<file path="src/rtl/ddc_pkg.sv">
// Shared DDC definitions: register map, CTRL bit positions, control states and
// default widths used by both the DDC datapath and its controller.
package ddc_pkg;

  localparam int FSZ_DEFAULT = 26;
  localparam int OSZ_DEFAULT = 16;

  localparam logic [1:0] DDC_REG_CTRL   = 2'd0;
  localparam logic [1:0] DDC_REG_FREQ   = 2'd1;
  localparam logic [1:0] DDC_REG_SETTLE = 2'd2;

  localparam int CTRL_ENABLE  = 0;
  localparam int CTRL_OVF_CLR = 1;
  localparam int CTRL_NS_EN   = 2;

  typedef enum logic [1:0] {
    ST_IDLE   = 2'd0,
    ST_RESET  = 2'd1,
    ST_SETTLE = 2'd2,
    ST_RUN    = 2'd3
  } ddc_state_t;

endpackage

</file>
<file path="src/rtl/ddc_out_fifo.sv">
// Two-entry first-word-fall-through output buffer; pushes arriving while full
// (and not draining) are dropped and flagged on ovf for one cycle.
module ddc_out_fifo #(
  parameter int W = 32
) (
  input  logic         clk,
  input  logic         reset,
  input  logic         flush,
  input  logic         push,
  input  logic [W-1:0] din,
  output logic         m_valid,
  input  logic         m_ready,
  output logic [W-1:0] m_data,
  output logic         ovf
);

  logic [W-1:0] mem0;
  logic [W-1:0] mem1;
  logic [1:0]   count;
  logic         pop;
  logic         accept;

  // Handshake: a word transfers on any cycle where m_valid and m_ready are both high.
  assign m_valid = (count != 2'd0);
  assign m_data  = mem0;
  assign pop     = m_valid && m_ready;
  assign accept  = push && ((count != 2'd2) || pop);
  assign ovf     = push && !accept;

  always_ff @(posedge clk) begin
    if (reset) begin
      mem0  <= '0;
      mem1  <= '0;
      count <= 2'd0;
    end else if (flush) begin
      count <= 2'd0;
    end else begin
      count <= count + {1'b0, accept} - {1'b0, pop};
      if (pop) begin
        if (count == 2'd2) begin
          mem0 <= mem1;
          if (accept) mem1 <= din;
        end else if (accept) begin
          mem0 <= din;
        end
      end else if (accept) begin
        if (count == 2'd0) mem0 <= din;
        else               mem1 <= din;
      end
    end
  end

endmodule

</file>
<file path="src/rtl/ddc_ctrl.sv">
// DDC controller: host registers, reset/settle/run sequencing of the DDC and
// buffering of its I/Q output toward the downstream packer.
module ddc_ctrl
  import ddc_pkg::*;
#(
  parameter int FSZ            = FSZ_DEFAULT,
  parameter int OSZ            = OSZ_DEFAULT,
  parameter int RST_CYC        = 4,
  parameter int SETTLE_DEFAULT = 8
) (
  input  logic             clk,
  input  logic             reset,
  input  logic             cfg_wr,
  input  logic [1:0]       cfg_addr,
  input  logic [31:0]      cfg_wdata,
  output logic             ddc_reset,
  output logic [FSZ-1:0]   ddc_lo_freq,
  output logic             ddc_lo_ns_en,
  input  logic             ddc_out_valid,
  input  logic [OSZ-1:0]   ddc_out_i,
  input  logic [OSZ-1:0]   ddc_out_q,
  output logic             m_valid,
  input  logic             m_ready,
  output logic [2*OSZ-1:0] m_data,
  output logic [15:0]      ovf_cnt,
  output logic             busy
);

  localparam int RCW = (RST_CYC > 1) ? $clog2(RST_CYC) : 1;

  ddc_state_t     state_q, state_d;
  logic [RCW-1:0] rst_cnt;
  logic [7:0]     settle_cnt;
  logic [7:0]     settle_reg;
  logic [FSZ-1:0] freq_q;
  logic           ns_en_q;
  logic           settle_load;
  logic           wr_ctrl, wr_freq, wr_settle;
  logic           disable_wr, retune_wr, ovf_clr;
  logic           push, flush, ovf;
  logic           unused_wdata;

  assign wr_ctrl    = cfg_wr && (cfg_addr == DDC_REG_CTRL);
  assign wr_freq    = cfg_wr && (cfg_addr == DDC_REG_FREQ);
  assign wr_settle  = cfg_wr && (cfg_addr == DDC_REG_SETTLE);
  assign disable_wr = wr_ctrl && !cfg_wdata[CTRL_ENABLE];
  assign ovf_clr    = wr_ctrl && cfg_wdata[CTRL_OVF_CLR];
  // A retune is a new tuning word or a change of the noise-shaping setting.
  assign retune_wr  = wr_freq ||
                      (wr_ctrl && cfg_wdata[CTRL_ENABLE] && (cfg_wdata[CTRL_NS_EN] != ns_en_q));
  assign unused_wdata = ^cfg_wdata;

  always_ff @(posedge clk) begin
    if (reset) state_q <= ST_IDLE;
    else       state_q <= state_d;
  end

  always_comb begin
    state_d     = state_q;
    settle_load = 1'b0;
    case (state_q)
      ST_IDLE: begin
        if (wr_ctrl && cfg_wdata[CTRL_ENABLE]) state_d = ST_RESET;
      end
      ST_RESET: begin
        if (rst_cnt == RCW'(RST_CYC - 1)) begin
          state_d     = ST_SETTLE;
          settle_load = 1'b1;
        end
      end
      ST_SETTLE: begin
        if (retune_wr)                                     settle_load = 1'b1;
        else if (settle_cnt == 8'd0)                       state_d = ST_RUN;
        else if (ddc_out_valid && (settle_cnt == 8'd1))    state_d = ST_RUN;
      end
      ST_RUN: begin
        if (retune_wr) begin
          state_d     = ST_SETTLE;
          settle_load = 1'b1;
        end
      end
      default: state_d = ST_IDLE;
    endcase
    if ((state_q != ST_IDLE) && disable_wr) begin
      state_d     = ST_IDLE;
      settle_load = 1'b0;
    end
  end

  always_ff @(posedge clk) begin
    if (reset) begin
      rst_cnt    <= '0;
      settle_cnt <= 8'd0;
      settle_reg <= 8'(SETTLE_DEFAULT);
      freq_q     <= '0;
      ns_en_q    <= 1'b0;
      ovf_cnt    <= 16'd0;
    end else begin
      rst_cnt <= (state_q == ST_RESET) ? rst_cnt + 1'b1 : '0;
      if (settle_load)
        settle_cnt <= settle_reg;
      else if ((state_q == ST_SETTLE) && ddc_out_valid && (settle_cnt != 8'd0))
        settle_cnt <= settle_cnt - 8'd1;
      if (wr_settle) settle_reg <= cfg_wdata[7:0];
      if (wr_freq)   freq_q     <= cfg_wdata[FSZ-1:0];
      if (wr_ctrl)   ns_en_q    <= cfg_wdata[CTRL_NS_EN];
      // Clearing takes priority over a drop in the same cycle.
      if (ovf_clr)                       ovf_cnt <= 16'd0;
      else if (ovf && (ovf_cnt != 16'hFFFF)) ovf_cnt <= ovf_cnt + 16'd1;
    end
  end

  assign ddc_reset    = (state_q == ST_IDLE) || (state_q == ST_RESET);
  assign busy         = (state_q == ST_RESET) || (state_q == ST_SETTLE);
  assign ddc_lo_freq  = freq_q;
  assign ddc_lo_ns_en = ns_en_q;

  // Samples coinciding with a retune or disable belong to the old configuration.
  assign push  = (state_q == ST_RUN) && ddc_out_valid && !retune_wr && !disable_wr;
  assign flush = (state_q != ST_IDLE) && (state_d == ST_IDLE);

  ddc_out_fifo #(.W(2*OSZ)) u_fifo (
    .clk     (clk),
    .reset   (reset),
    .flush   (flush),
    .push    (push),
    .din     ({ddc_out_i, ddc_out_q}),
    .m_valid (m_valid),
    .m_ready (m_ready),
    .m_data  (m_data),
    .ovf     (ovf)
  );

endmodule

</file>
<file path="config.mk">
export PLATFORM = sky130hd
export DESIGN_NAME = ddc_ctrl
export DESIGN_NICKNAME = d
export VERILOG_FILES = /design/src/rtl/ddc_pkg.sv /design/src/rtl/ddc_out_fifo.sv /design/src/rtl/ddc_ctrl.sv
export SDC_FILE = /design/constraint.sdc
export NUM_CORES = 1
export LEC_CHECK = 0
export CAP_MARGIN = 0
export CORE_MARGIN = 2
export CORE_UTILIZATION = 45
export CTS_BUF_LIST = sky130_fd_sc_hd__clkbuf_4 sky130_fd_sc_hd__clkbuf_8
export CTS_CLUSTER_SIZE = 12
export DETAILED_ROUTE_END_ITERATION = 6
export PLACE_DENSITY = 0.75
export RECOVER_POWER = 25
export REMOVE_ABC_BUFFERS = 1
export SETUP_SLACK_MARGIN = 0.5
export SLEW_MARGIN = 10
export SYNTH_ARGS = -nofsm -noshare
export SYNTH_HDL_FRONTEND = slang
export SYNTH_HIERARCHICAL = 1
export SYNTH_SLANG_ARGS = --single-unit
export TNS_END_PERCENT = 1
</file>
<file path="constraint.sdc">
create_clock -name clk -period 8.5 [get_ports clk]
set_input_delay 0.85 -clock clk [delete_from_list [all_inputs] [get_ports clk]]
set_output_delay 0.85 -clock clk [all_outputs]
set_load 0.01 [all_outputs]
</file>
After elaboration in Yosys (flattened, before gate mapping)
Cells that the tools add are included.

Register bits after elaboration: 129. Input port bits: 71. Output and inout bits: 78. Word-level logic and storage cells: 98.

Add/subtract/negate cells: 5. Equality and inequality tests: 13. Mux-type cells: 23. Bitwise operators: 2. Reduce and logical (&&, ||, !) cells: 45.

Operators by type and width (number): 32-bit 2-to-1 mux (9); 1-bit logical AND (19); 16-bit by 1-bit adder with 16-bit output, second input constant (1); 8-bit 2-to-1 mux (2); 16-bit inequality test, second input constant (1); 2-bit 2-to-1 mux (7); 2-bit nonzero test (6); 2-bit == test, second input constant (5); 8-bit by 1-bit == test with 1-bit output, second input constant (1); 2-bit zero test (4); 8-bit zero test (1); 2-bit case mux with 4 select lines (1); 4-bit AND reduction (2); 8-bit nonzero test (1); 2-bit OR reduction (4); 8-bit by 1-bit subtractor with 8-bit output, second input constant (1); 2-bit by 1-bit == test with 1-bit output, second input constant (2); 1-bit zero test (4); 1-bit logical OR (4); 2-bit inequality test, second input constant (2); 1-bit 2-to-1 mux (3); 2-bit by 1-bit adder with 2-bit output (1); 2-bit by 1-bit adder with 2-bit output, second input constant (1); 2-bit by 1-bit inequality test with 1-bit output, second input constant (1); 4 further kinds (5).

Depth between registers and ports, before layout
Depth after elaboration: 12. Gate-level depth with buffers: 13. Depth with buffers taken out: 10.

By module
The synthesis kept the hierarchy.

By module, submodules not included: ddc_out_fifo (times used 1, cells each 311, area each 3165.5 um^2, sequential area each 1321.3 um^2); ddc_ctrl (times used 1, cells each 346, area each 2870.3 um^2, sequential area each 1261.2 um^2).

Worst setup path before layout
No wires, ideal clock.

Kind: input port to flip-flop. Start point: input port cfg_addr[1]. End point: register ovf_cnt[13]. Setup time: 128 ps. Arrival: 3224 ps. Data required time: 8372 ps. Setup slack: 5148 ps. Stages: 10. Path buffers: 0. Cells stage by stage: nand3b_1 -> o21ai_0 -> nor3_1 -> inv_1 -> nor4b_1 -> and4_1 -> nand2_1 -> nor4_1 -> xnor2_1 -> nor2_1.

Cells in the longest elaborated chain, start to end: 12. Elaborated cells between the ends (all ways): 18. Those cells by class: 1 x eq/ne; 17 x reduce/logical.

RTL lines: start: declaration (line ddc_ctrl.sv:14) `input logic [1:0] cfg_addr,`; 2-bit zero test (line ddc_ctrl.sv:43) `assign wr_ctrl = cfg_wr && (cfg_addr == DDC_REG_CTRL);`; 1-bit logical AND (line ddc_ctrl.sv:43); 1-bit logical AND (2 in series) (line ddc_ctrl.sv:50) `(wr_ctrl && cfg_wdata[CTRL_ENABLE] && (cfg_wdata[CTRL_NS_EN] != ns_en_q));`; 1-bit logical OR (line ddc_ctrl.sv:49) `assign retune_wr = wr_freq ||`; 1-bit zero test (line ddc_ctrl.sv:119) `assign push = (state_q == ST_RUN) && ddc_out_valid && !retune_wr && !disable_wr;`; 1-bit logical AND (line ddc_ctrl.sv:119); 1-bit logical AND * (line ddc_ctrl.sv:119); net push (line ddc_ctrl.sv:40) `logic push, flush, ovf;`; 1-bit logical AND (line ddc_out_fifo.sv:27) `assign accept = push && ((count != 2'd2) || pop);`; 1-bit zero test (line ddc_out_fifo.sv:28) `assign ovf = push && !accept;`; 1-bit logical AND * (line ddc_out_fifo.sv:28); net ovf (line ddc_ctrl.sv:40); 1-bit logical AND * (line ddc_ctrl.sv:109) `else if (ovf && (ovf_cnt != 16'hFFFF)) ovf_cnt <= ovf_cnt + 16'd1;`; end signal: assignment (line ddc_ctrl.sv:109); end: declaration (line ddc_ctrl.sv:25) `output logic [15:0] ovf_cnt,`.

Mark *: on every way through the listed nets, which the timed path passes. The rest lies on a longest branch. A chain may end at the register's enable or synchronous reset.

Worst setup path in the final report
Start point: input port cfg_addr[1]. End point: register u_fifo.mem0[23], in the netlist u_fifo/m_data[23].

Elaborated cells between the ends (all ways): 25. Those cells by class: 1 x eq/ne; 5 x mux; 1 x bitwise; 18 x reduce/logical.

RTL lines: 2-bit zero test (line ddc_ctrl.sv:43); 1-bit logical AND (line ddc_ctrl.sv:43); 1-bit logical AND (2 in series) (line ddc_ctrl.sv:50); 1-bit logical OR (line ddc_ctrl.sv:49); 1-bit zero test (line ddc_ctrl.sv:119); 1-bit logical AND (line ddc_ctrl.sv:119); 1-bit logical AND * (line ddc_ctrl.sv:119); net push (line ddc_ctrl.sv:40); 1-bit logical AND * (line ddc_out_fifo.sv:27); 2-bit nonzero test (no line); 4-bit AND reduction (no line) *; end signal: assignment (line ddc_out_fifo.sv:41) `mem0 <= mem1;`; end signal: assignment (line ddc_out_fifo.sv:44) `mem0 <= din;`; end signal: assignment (line ddc_out_fifo.sv:47) `if (count == 2'd0) mem0 <= din;`; end: declaration (line ddc_out_fifo.sv:17) `logic [W-1:0] mem0;`.

Marked as above.

==> run metrics <==
final setup TNS=0 ps; Residual DRC=0; placed cell area=7495 um^2; slew margin rel.=-104.7%; Avg Cell Area, Syn=9.187 um^2; Clock transition at path regs=70 ps; Post-CTS Setup Bufs=0; RSZ-0062 raised after global routing=false; vias in the first global route=5286; overall power of the completed layout=1.356 mW; row cnt=42; Multi-input gate area=3191 um^2; Max Transition Viols Final=149; critical path class=in -> reg; Yosys warning total=6; Top Ports=149; first-pass GRT wire length=25290 um; R2R setup slack=4680 ps; worst skew pair latency=450 ps; asr flop ratio synth=0%; maxcap violations=2; failing checks=capacitance limit, slew limit; Antenna Cells=0; fin util=60.44%; filler cell count=1136; Clock Tree Root=clkbuf_8; Seq/Total Area, Yosys=42.79%; gr usage total=21.81%; via count=5254; Synth area leader=dfxtp_1; fin worst setup slack=3411 ps; CTS tree=yes; cts bufs inserted=17; hold buffer count at CTS=0; final wirelength=15200 um; post-detail-place hpwl=9988 um; DR vias/cell=5.450; Worst EP required=8670 ps; H-tree depth=4; power per cell area=170.1 nW/um^2; DR WL/cell=15.77 um; placed cells=932; design area=7973 um^2; Hold Slack=435.3 ps; mapped cell area=6036 um^2; status=complete, but fails checks; Die Ht=119.8 um; Worst-Margin Slew=3071 ps; P_leak=3.096 nW; CP startpoint kind=input port; peak supply drop=0.1027 mV; Routed Antenna Nets=0; final worst path period share=59.87%; final worst path period need=5089 ps; layout cells sized above 1=6.345%; DRT Pass-1 Iters=5; largest cells by area after synthesis=dfxtp_1 43%, mux2i_1 12%, a211oi_1 8.2%, nand2b_1 6.8%, nand2_1 4.2%; die width=119.8 um; Setup crit end kind=register; final setup violation count=0; Mapped Cells=657; Post-Layout Cell Count=964; IO Port Bufs=142; grt ovf=0; Placer Congestion=0.8183; Die ar.=14360 um^2; Hold WC Path Type=reg -> reg; pre-CTS setup slack=3020 ps; post-synth top area share=42.79%; Worst EP arrival=5260 ps; Yosys cell types=49; clock buffer depth=2; Initial Util=45.76%; Peak Freq=196.5 MHz; top_reg_cell synth=dfxtp_1; FF/Latch Area=2582 um^2; Nets=857; initial antenna violation count=0; final hold vios=0; Seq cells post-synth=129; largest net degree at the start of global routing=82; Post-synth EDFFs=0; Core ar.=13190 um^2; Final Skew=10.06 ps; post-CTS sizing=0; DRT iter0 DRCs=362; CP Max Fanout=33; Area growth syn-to-layout=32.09%; clock sink count=129
critical path, cell delays in order:
cell and delay, ps:
clkdlybuf4s50_1 550, nand3b_1 740, o21ai_0 430, nor3_1 670
mux2_2 810, a21o_1 1000, a211oi_1 190
cell families after synthesis:
group | synth area share (%)
fa+ha+maj | 2.280
xor+xnor | 2.612
flops | 42.79
buf+inv | 4.395
compound gates | 16.07
simple gates | 19.57
mux | 12.29
layout make-up:
| cell class | count | area share (%) |
|---|---|---|
| Timing Repair Buffer | 148 | 18.27 |
| Clock buffer | 24 | 3.908 |
| Tap cell | 176 | 2.762 |
| Clock inverter | 8 | 2.181 |
| Multi-Input combinational cell | 469 | 40.02 |
| Inverter | 10 | 0.4708 |
| Sequential cell | 129 | 32.39 |
final timing paths:
| kind | from | end | depth (start not counted) |
|---|---|---|---|
| worst min-delay path | rst_cnt[0]$_SDFF_PP0_ | rst_cnt[0]$_SDFF_PP0_ | 1 |
| worst min register to register | rst_cnt[0]$_SDFF_PP0_ | rst_cnt[0]$_SDFF_PP0_ | 1 |
| worst max register to register | settle_cnt[2]$_SDFFE_PP0P_ | u_fifo/m_data[23]$_SDFFE_PP0P_ | 9 |
| worst max-delay path | cfg_addr[1] | u_fifo/m_data[23]$_SDFFE_PP0P_ | 7 |
layer usage:
metal | track usage (%) | routed length (um) | up-vias
met3 | 8.032 | 1108 | 18
met1 | 25.40 | 6484 | 2527
li1 | - | - | 2565
met4 | 7.868 | 180 | 0
met5 | 0 | 0 | -
met2 | 36.79 | 7425 | 144
cell usage after synthesis (4+ instances only):
cell type and number:
or2_2 4, nor3b_1 5, nand4_1 6, ha_1 11, buf_2 14, xor2_1 4
nor3_1 7, nor4_1 5, nor2_1 36, dfxtp_1 129, xnor2_1 14, a211oi_1 66
nand2_1 67, clkbuf_1 31, inv_1 10, nand3_1 9, o21ai_0 6, a311oi_1 7
nand3b_1 4, mux2i_1 73, a21oi_1 41, nand2b_1 66
layout by cell type, fill, tap and decap left out, types with 5 or more instances in the layout:
cell	netlist	layout
nor4_1	5	5
dfxtp_1	129	129
nor3_1	7	7
nand2_1	67	67
nor2_1	36	35
clkdlybuf4s50_1	0	101
ha_1	11	11
clkbuf_8	0	21
a211oi_1	66	66
inv_1	10	10
bufinv_16	0	5
nand3_1	9	9
a21oi_1	41	41
nor3b_1	5	5
nand4_1	6	6
buf_4	1	5
a311oi_1	7	7
dlygate4sd3_1	0	40
mux2i_1	73	73
xnor2_1	14	14
o21ai_0	6	6
nand2b_1	66	66
power breakdown:
part	switching (mW)	total [mW]	leakage [nW]	internal [mW]
Combinational	0.0566	0.112	1.81	0.0553
Clock	0.238	0.629	0.240	0.391
Sequential	0.00448	0.615	1.04	0.611
Total	0.299	1.36	3.10	1.06
(Power assumes the default switching activity.)
